<file path="src/rtl/pps_edge_qualifier_if.sv">
// PPS qualifier bus: synchronised PPS level in, strobes and status out.
interface pps_edge_qualifier_if #(
    parameter int CNT_W = 32
);
    logic             pps_sync;
    logic             pps_pulse;
    logic [CNT_W-1:0] period_cnt;
    logic             period_valid;
    logic             period_ok;
    logic             locked;
    logic             missing;
    logic [15:0]      glitch_cnt;

    // Source of the PPS level / consumer of the status
    modport master (
        output pps_sync,
        input  pps_pulse, period_cnt, period_valid, period_ok, locked, missing, glitch_cnt
    );

    // The qualifier itself
    modport slave (
        input  pps_sync,
        output pps_pulse, period_cnt, period_valid, period_ok, locked, missing, glitch_cnt
    );
endinterface

</file>
<file path="src/rtl/pps_edge_qualifier.sv">
// PPS edge qualifier: glitch filter, accepted-edge strobe, period measurement,
// tolerance check, lock tracking and missing-pulse detection.
module pps_edge_qualifier #(
    parameter int CLK_FREQ_HZ = 100_000_000,
    parameter int TOL         = 1000,
    parameter int MIN_HIGH    = 4,
    parameter int LOCK_COUNT  = 3,
    parameter int CNT_W       = 32
) (
    input  logic                 clk,
    input  logic                 rst_n,
    pps_edge_qualifier_if.slave  bus
);
    localparam int HI_W = $clog2(MIN_HIGH + 1);
    localparam int GD_W = $clog2(LOCK_COUNT + 1);

    localparam logic [HI_W-1:0]  HI_ONE  = HI_W'(1);
    localparam logic [HI_W-1:0]  HI_LAST = HI_W'(MIN_HIGH - 1);
    localparam logic [GD_W-1:0]  GD_ONE  = GD_W'(1);
    localparam logic [GD_W-1:0]  GD_MAX  = GD_W'(LOCK_COUNT);
    localparam logic [CNT_W-1:0] PC_ONE  = CNT_W'(1);
    localparam logic [CNT_W-1:0] TIMEOUT = CNT_W'(CLK_FREQ_HZ + TOL);
    // One extra bit so pc+1 and pc+1-nominal never overflow
    localparam logic [CNT_W:0]   X_ONE   = (CNT_W+1)'(1);
    localparam logic [CNT_W:0]   X_NOM   = (CNT_W+1)'(CLK_FREQ_HZ);
    localparam logic [CNT_W:0]   X_TOL   = (CNT_W+1)'(TOL);

    typedef enum logic [1:0] {S_WAITLO, S_LOW, S_QUAL} state_t;

    state_t           state_q, state_d;
    logic [HI_W-1:0]  hi_cnt_q, hi_cnt_d;
    logic [CNT_W-1:0] pc_q, pc_d;
    logic             ref_seen_q, ref_seen_d;
    logic [GD_W-1:0]  good_cnt_q, good_cnt_d;
    logic             pps_pulse_q, pps_pulse_d;
    logic [CNT_W-1:0] period_cnt_q, period_cnt_d;
    logic             period_valid_q, period_valid_d;
    logic             period_ok_q, period_ok_d;
    logic             locked_q, locked_d;
    logic             missing_q, missing_d;
    logic [15:0]      glitch_cnt_q, glitch_cnt_d;

    logic             accept, glitch, timeout, in_tol;
    logic [CNT_W:0]   pc_inc, pc_dev;

    // FSM state register
    always_ff @(posedge clk) begin
        if (!rst_n) state_q <= S_WAITLO;
        else        state_q <= state_d;
    end

    // FSM next state; S_WAITLO blocks acceptance of a pulse already high
    always_comb begin
        state_d = state_q;
        case (state_q)
            S_WAITLO: if (!bus.pps_sync) state_d = S_LOW;
            S_LOW:    if (bus.pps_sync) state_d = (MIN_HIGH == 1) ? S_WAITLO : S_QUAL;
            S_QUAL: begin
                if (!bus.pps_sync)           state_d = S_LOW;
                else if (hi_cnt_q == HI_LAST) state_d = S_WAITLO;
            end
            default:  state_d = S_WAITLO;
        endcase
    end

    // FSM outputs: accept on the MIN_HIGH-th high sample, glitch on early drop
    always_comb begin
        accept   = 1'b0;
        glitch   = 1'b0;
        hi_cnt_d = hi_cnt_q;
        case (state_q)
            S_LOW: if (bus.pps_sync) begin
                hi_cnt_d = HI_ONE;
                accept   = (MIN_HIGH == 1);
            end
            S_QUAL: begin
                if (!bus.pps_sync) begin
                    glitch = 1'b1;
                end else begin
                    hi_cnt_d = hi_cnt_q + HI_ONE;
                    accept   = (hi_cnt_q == HI_LAST);
                end
            end
            default: ;
        endcase
    end

    assign pc_inc  = {1'b0, pc_q} + X_ONE;
    assign pc_dev  = pc_inc - X_NOM;
    assign in_tol  = ($signed(pc_dev) <= $signed(X_TOL)) && ($signed(pc_dev) >= -$signed(X_TOL));
    // An accept in the timeout cycle wins and is measured as out of tolerance
    assign timeout = ref_seen_q && (pc_q == TIMEOUT) && !accept;

    // Period measurement, lock tracking and missing-pulse detection
    always_comb begin
        pc_d           = (pc_q == '1) ? pc_q : pc_q + PC_ONE;
        ref_seen_d     = ref_seen_q;
        good_cnt_d     = good_cnt_q;
        pps_pulse_d    = accept;
        period_cnt_d   = period_cnt_q;
        period_valid_d = 1'b0;
        period_ok_d    = period_ok_q;
        missing_d      = missing_q;
        glitch_cnt_d   = (glitch && glitch_cnt_q != 16'hFFFF) ? glitch_cnt_q + 16'd1 : glitch_cnt_q;
        if (accept) begin
            pc_d       = '0;
            missing_d  = 1'b0;
            ref_seen_d = 1'b1;
            if (ref_seen_q) begin
                period_valid_d = 1'b1;
                period_cnt_d   = pc_inc[CNT_W-1:0];
                period_ok_d    = in_tol;
                if (!in_tol)                 good_cnt_d = '0;
                else if (good_cnt_q != GD_MAX) good_cnt_d = good_cnt_q + GD_ONE;
            end
        end else if (timeout) begin
            missing_d   = 1'b1;
            ref_seen_d  = 1'b0;
            good_cnt_d  = '0;
            period_ok_d = 1'b0;
        end
        locked_d = (good_cnt_d == GD_MAX);
    end

    // Datapath registers
    always_ff @(posedge clk) begin
        if (!rst_n) begin
            hi_cnt_q       <= '0;
            pc_q           <= '0;
            ref_seen_q     <= 1'b0;
            good_cnt_q     <= '0;
            pps_pulse_q    <= 1'b0;
            period_cnt_q   <= '0;
            period_valid_q <= 1'b0;
            period_ok_q    <= 1'b0;
            locked_q       <= 1'b0;
            missing_q      <= 1'b0;
            glitch_cnt_q   <= '0;
        end else begin
            hi_cnt_q       <= hi_cnt_d;
            pc_q           <= pc_d;
            ref_seen_q     <= ref_seen_d;
            good_cnt_q     <= good_cnt_d;
            pps_pulse_q    <= pps_pulse_d;
            period_cnt_q   <= period_cnt_d;
            period_valid_q <= period_valid_d;
            period_ok_q    <= period_ok_d;
            locked_q       <= locked_d;
            missing_q      <= missing_d;
            glitch_cnt_q   <= glitch_cnt_d;
        end
    end

    assign bus.pps_pulse    = pps_pulse_q;
    assign bus.period_cnt   = period_cnt_q;
    assign bus.period_valid = period_valid_q;
    assign bus.period_ok    = period_ok_q;
    assign bus.locked       = locked_q;
    assign bus.missing      = missing_q;
    assign bus.glitch_cnt   = glitch_cnt_q;
endmodule

</file>
<file path="src/flat_wrapper.sv">
// flat-port wrapper written by rule: the top's interface ports become plain ports
module pps_edge_qualifier_flat 
#(
    parameter int CLK_FREQ_HZ = 100_000_000,
    parameter int TOL         = 1000,
    parameter int MIN_HIGH    = 4,
    parameter int LOCK_COUNT  = 3,
    parameter int CNT_W       = 32
)
  (clk, rst_n, bus_pps_sync, bus_pps_pulse, bus_period_cnt, bus_period_valid, bus_period_ok, bus_locked, bus_missing, bus_glitch_cnt);
  pps_edge_qualifier_if #(.CNT_W(CNT_W)) bus_i ();
  input  logic clk;
  input  logic rst_n;
  input wire logic [$bits(bus_i.pps_sync)-1:0] bus_pps_sync;
  output wire logic [$bits(bus_i.pps_pulse)-1:0] bus_pps_pulse;
  output wire logic [$bits(bus_i.period_cnt)-1:0] bus_period_cnt;
  output wire logic [$bits(bus_i.period_valid)-1:0] bus_period_valid;
  output wire logic [$bits(bus_i.period_ok)-1:0] bus_period_ok;
  output wire logic [$bits(bus_i.locked)-1:0] bus_locked;
  output wire logic [$bits(bus_i.missing)-1:0] bus_missing;
  output wire logic [$bits(bus_i.glitch_cnt)-1:0] bus_glitch_cnt;
  assign bus_i.pps_sync = bus_pps_sync;
  assign bus_pps_pulse = bus_i.pps_pulse;
  assign bus_period_cnt = bus_i.period_cnt;
  assign bus_period_valid = bus_i.period_valid;
  assign bus_period_ok = bus_i.period_ok;
  assign bus_locked = bus_i.locked;
  assign bus_missing = bus_i.missing;
  assign bus_glitch_cnt = bus_i.glitch_cnt;
  pps_edge_qualifier #(.CLK_FREQ_HZ(CLK_FREQ_HZ), .TOL(TOL), .MIN_HIGH(MIN_HIGH), .LOCK_COUNT(LOCK_COUNT), .CNT_W(CNT_W)) u_core (.clk(clk), .rst_n(rst_n), .bus(bus_i));
endmodule
</file>
<file path="config.mk">
export PLATFORM = sky130hd
export DESIGN_NAME = pps_edge_qualifier_flat
export DESIGN_NICKNAME = d
export VERILOG_FILES = /design/src/rtl/pps_edge_qualifier_if.sv /design/src/rtl/pps_edge_qualifier.sv /design/src/flat_wrapper.sv
export SDC_FILE = /design/constraint.sdc
export NUM_CORES = 1
export LEC_CHECK = 0
export BUFFER_PORTS_ARGS = -buffer_cell sky130_fd_sc_hd__buf_2
export CORE_MARGIN = 3
export CORE_UTILIZATION = 40
export CTS_CLUSTER_DIAMETER = 200
export DETAILED_ROUTE_END_ITERATION = 12
export PLACE_DENSITY = 0.62
export SYNTH_ARGS = -nofsm -noshare
export SYNTH_HDL_FRONTEND = slang
export SYNTH_SLANG_ARGS = --single-unit
</file>
<file path="constraint.sdc">
create_clock -name clk -period 4.3 [get_ports clk]
set_input_delay 1.075 -clock clk [delete_from_list [all_inputs] [get_ports clk]]
set_output_delay 1.075 -clock clk [all_outputs]
set_load 0.005 [all_outputs]
</file>
==> report_table.html <==
<table>
<tr><th>Metric</th><th>Value</th></tr>
<tr><th colspan="2">Outcome</th></tr>
<tr><td>Outcome</td><td>complete, no violations</td></tr>
<tr><th colspan="2">Critical path</th></tr>
<tr><td>Worst setup path end</td><td>u_core.good_cnt_q[0]</td></tr>
<tr><td>Critical path data required time</td><td>~4.6 ns</td></tr>
<tr><td>Worst setup path category</td><td>register to register</td></tr>
<tr><td>Launch point of the worst path</td><td>u_core.pc_q[0]</td></tr>
<tr><td>Chain of cells forming the critical path</td><td>ha_1, nand3_2, nor4_4, xnor2_1, or4_1, or4b_1, a211oi_1, nand3_1, a2111oi_4, nor3_1, a211oi_2</td></tr>
<tr><td>Longest individual stage delay on the worst path</td><td>0.55 ns</td></tr>
<tr><td>CP Data Arrival Time</td><td>4.29 ns</td></tr>
<tr><td>Highest fanout seen on the critical path</td><td>8</td></tr>
<tr><td>Critical register-to-register path endpoint</td><td>u_core.good_cnt_q[0]</td></tr>
<tr><td>CP Launch Type</td><td>register</td></tr>
<tr><td>R2r startpoint</td><td>u_core.pc_q[0]</td></tr>
<tr><td>Length in cells of the worst reg-to-reg path</td><td>11</td></tr>
<tr><td>R2R setup slack</td><td>0.29 ns</td></tr>
<tr><td>Slowest stage cell, crit path</td><td>or4_1</td></tr>
<tr><td>Critical Path End Type</td><td>register</td></tr>
<tr><th colspan="2">STA</th></tr>
<tr><td>Final number of max-transition violations</td><td>0</td></tr>
<tr><td>Final critical-path required period</td><td>4.01 ns</td></tr>
<tr><td>Transition time at the pin with the least slew margin</td><td>approximately 1.1 ns</td></tr>
<tr><td>Achievable clock frequency</td><td>249 MHz</td></tr>
<tr><td>Crit share post-route</td><td>0.933</td></tr>
<tr><td>Worst slew margin relative to its limit</td><td>0.297</td></tr>
<tr><td>Final worst clock skew</td><td>about 0.013 ns</td></tr>
<tr><td>Final number of hold-violating endpoints</td><td>0</td></tr>
<tr><td>Final-layout setup total negative slack</td><td>0 ns</td></tr>
<tr><td>Tightest hold margin</td><td>about 0.46 ns</td></tr>
<tr><td>Final Worst Setup Slack</td><td>approximately 0.29 ns</td></tr>
<tr><td>Unrepaired setup endpoints after global routing</td><td>false</td></tr>
<tr><td>Setup violation total in the final timing report</td><td>0</td></tr>
<tr><th colspan="2">Routing</th></tr>
<tr><td>Routed vias/inst</td><td>5.70</td></tr>
<tr><td>Total routed wirelength</td><td>14900 µm</td></tr>
<tr><td>First-pass DRT Iterations</td><td>4</td></tr>
<tr><td>Number of nets with antenna violations after routing</td><td>0</td></tr>
<tr><td>Routed length per placed instance</td><td>17.5 µm</td></tr>
<tr><td>Detailed router's first-iteration violation count</td><td>552</td></tr>
<tr><td>Detailed-route via count</td><td>4868</td></tr>
<tr><td>Post-route DRC violation count</td><td>0</td></tr>
<tr><th colspan="2">Clock tree</th></tr>
<tr><td>Count of instances resized after the clock tree is built</td><td>0</td></tr>
<tr><td>Clock network latency to the later pin of the worst-skew pair</td><td>approximately 0.36 ns</td></tr>
<tr><td>Clk sink count</td><td>93</td></tr>
<tr><td>Clock Tree Buf Depth</td><td>2</td></tr>
<tr><td>Hold_buf cts</td><td>0</td></tr>
<tr><td>Number of post-CTS setup repair buffers</td><td>0</td></tr>
<tr><td>Clock Pin Slew Worst Setup and Hold Paths</td><td>0.07 ns</td></tr>
<tr><td>Root buffer cell</td><td>clkbuf_16</td></tr>
<tr><td>H-Tree Depth</td><td>3</td></tr>
<tr><td>CTS Buf Count</td><td>9</td></tr>
<tr><td>CTS tree</td><td>done</td></tr>
<tr><th colspan="2">Run</th></tr>
<tr><td>Max-Cap Viols</td><td>0</td></tr>
<tr><th colspan="2">Global route</th></tr>
<tr><td>Antenna violations before repair</td><td>0</td></tr>
<tr><td>Maximum number of pins on one net before global-route repair</td><td>65</td></tr>
<tr><td>Gr ovfl total</td><td>0</td></tr>
<tr><td>Global-route wire length before repair</td><td>24500 µm</td></tr>
<tr><td>Tot GR Track Use</td><td>0.216</td></tr>
<tr><td>Vias in the first global route</td><td>4585</td></tr>
<tr><th colspan="2">Yosys</th></tr>
<tr><td>Post-Synthesis Mean Instance Area</td><td>8.09 µm²</td></tr>
<tr><td>Leading post-synthesis cells by instance count</td><td>dfxtp_1, nor2_1, a21oi_1</td></tr>
<tr><td>Nets in the synthesized netlist</td><td>638</td></tr>
<tr><td>Count of flip-flops with a built-in enable after synthesis</td><td>0</td></tr>
<tr><td>Synth cell types</td><td>69</td></tr>
<tr><td>Dominant cell type by area after synthesis</td><td>dfxtp_1</td></tr>
<tr><td>Warnings, synthesis</td><td>0</td></tr>
<tr><td>Post-synthesis sequential area ratio</td><td>0.366</td></tr>
<tr><td>Fraction of registers with async set or reset after synthesis</td><td>0</td></tr>
<tr><td>Synthesized instance count</td><td>around 630</td></tr>
<tr><td>Area of the mapped netlist</td><td>0.00508 mm²</td></tr>
<tr><td>Largest cells by area after synthesis</td><td>dfxtp_1, nor2_1, a21oi_1</td></tr>
<tr><td>Number of flip-flops and latches in the synthesized netlist</td><td>93</td></tr>
<tr><td>Post-synth top area share</td><td>0.366</td></tr>
<tr><td>Most used standard cell by instance count after synthesis</td><td>dfxtp_1</td></tr>
<tr><td>Synth Flop Type</td><td>dfxtp_1</td></tr>
<tr><th colspan="2">Place</th></tr>
<tr><td>Routability congestion estimate</td><td>between 0.9 and 1</td></tr>
<tr><td>Post-DP HPWL</td><td>between 10000 and 15000 µm</td></tr>
<tr><td>Setup WS pre-CTS</td><td>0.162 ns</td></tr>
<tr><td>Count of input and output buffers</td><td>55</td></tr>
<tr><td>Placed inst area</td><td>roughly 0.0056 mm²</td></tr>
<tr><th colspan="2">Finish</th></tr>
<tr><td>Utilization of the core after routing</td><td>0.488</td></tr>
<tr><td>Finished layout cell area</td><td>0.00596 mm²</td></tr>
<tr><td>Proportion of layout cells with a drive suffix above 1</td><td>0.182</td></tr>
<tr><td>Diode insertion count for antenna repair</td><td>0</td></tr>
<tr><td>Final net count</td><td>691</td></tr>
<tr><td>Area growth syn-to-layout</td><td>17.2%</td></tr>
<tr><th colspan="2">Power</th></tr>
<tr><td>Portion of total power attributed to combinational logic</td><td>0.023</td></tr>
<tr><td>Part of the power in the clock network</td><td>0.460</td></tr>
<tr><td>Internal power contribution</td><td>1.28 mW</td></tr>
<tr><td>Sequential share of power</td><td>0.517</td></tr>
<tr><td>Switching share of power</td><td>0.240</td></tr>
<tr><td>Leakage Power</td><td>2.16 nW</td></tr>
<tr><td>Power per cell area</td><td>between 200 and 300 mW/mm²</td></tr>
<tr><td>Peak supply drop</td><td>150 µV</td></tr>
<tr><td>Reported net switching power</td><td>405 µW</td></tr>
<tr><th colspan="2">Floorplanning</th></tr>
<tr><td>Chip Height</td><td>about 120 µm</td></tr>
<tr><td>Core area</td><td>0.0122 mm²</td></tr>
<tr><td>Die extent in x</td><td>119 µm</td></tr>
<tr><td>Area of the die</td><td>0.0141 mm²</td></tr>
<tr><td>Initial cell density of the core</td><td>0.416</td></tr>
<tr><td>IO Pins</td><td>56</td></tr>
<tr><td>Number of placement rows</td><td>40</td></tr>
<tr><th colspan="2">Worst hold path</th></tr>
<tr><td>Hold Path Class</td><td>register to register</td></tr>
</table>
-- state kept, by name (all words and copies together), names as in the netlist --
register and count:
u_core.bus.period_valid 1, u_core.hi_cnt_q 3, u_core.bus.pps_pulse 1, u_core.bus.locked 1, u_core.state_q 2, u_core.good_cnt_q 2, u_core.bus.glitch_cnt 16, u_core.pc_q 32
u_core.ref_seen_q 1, u_core.bus.period_cnt 32, u_core.bus.missing 1, u_core.bus.period_ok 1
-- worst min path at each step --
stage / from / end / slack [ns] / cells past startpoint
detailed placement: u_core.hi_cnt_q[2] / u_core.hi_cnt_q[2] / 0.45 / 2
CTS: u_core.hi_cnt_q[2] / u_core.hi_cnt_q[2] / 0.46 / 2
finish: u_core.hi_cnt_q[2] / u_core.hi_cnt_q[2] / 0.46 / 2
global placement: u_core.hi_cnt_q[2] / u_core.hi_cnt_q[2] / 0.45 / 2
floorplan: u_core.hi_cnt_q[2] / u_core.hi_cnt_q[2] / 0.44 / 2
global route: u_core.hi_cnt_q[2] / u_core.hi_cnt_q[2] / 0.50 / 2
-- cells in the final DEF (no fill, tap or decap), types with 6 or more instances in the layout --
cell type,count
a211oi_1,35
a21oi_1,54
and3_1,9
buf_2,55
buf_4,26
clkbuf_16,9
dfxtp_1,93
ha_1,7
inv_1,10
nand2_1,43
nand3_1,27
nand4_1,21
nor2_1,78
nor3_1,19
nor4_1,14
o21ai_0,19
or3_1,12
or4_1,6
xnor2_1,27
xor2_1,21
-- through the flow --
stage	instances	total power, mW
after floorplan	628	0.917
after global placement	838	0.929
after detailed placement	838	0.930
after CTS	854	1.71
after global routing	854	1.75
final	854	1.69
-- power by group through the flow --
stage	clock network [mW]	registers (mW)	logic [mW]
after floorplan	0	0.889	0.0277
after global placement	0	0.891	0.0385
after detailed placement	0	0.891	0.0385
after CTS	0.797	0.871	0.0387
after global routing	0.831	0.872	0.0429
final	0.776	0.872	0.0390
-- metal layers --
metal,vias up,global-route usage,share of wire
met4,0,0.0630,0.015
li1,2427,-,-
met5,-,0,0
met1,2281,0.302,0.47
met3,18,0.0541,0.062
met2,142,0.328,0.46
-- cell type report --
| type | instances | area (µm²) |
|---|---|---|
| Fill cell | 1236 | 6260 |
| Multi-Input combinational cell | 484 | 3080 |
| Sequential cell | 93 | 1860 |
| Timing Repair Buffer | 81 | 470 |
| Clock buffer | 9 | 225 |
| Tap cell | 168 | 210 |
| Clock inverter | 7 | 65.1 |
| Inverter | 12 | 45.0 |
-- worst max-delay path: cells and delay by family, from the launching register on --
kind,cells,cell delay [ns]
simple gates,6,1.98
xor+xnor,1,0.31
flops,1,0.49
compound gates,3,0.86
fa+ha+maj,1,0.32
-- kinds of logic after synthesis --
kind of cell             Yosys count  synth area share
AND/OR/NAND/NOR                  273             0.287
flip-flops                        93             0.366
XOR/XNOR                          51            0.0909
adder cells (fa/ha/maj)            7            0.0172
AO/OA/AOI/OAI                    150             0.190
buffers and inverters             51            0.0416
multiplexers                       3           0.00640
Note: power is estimated with default switching activity, not from simulation.
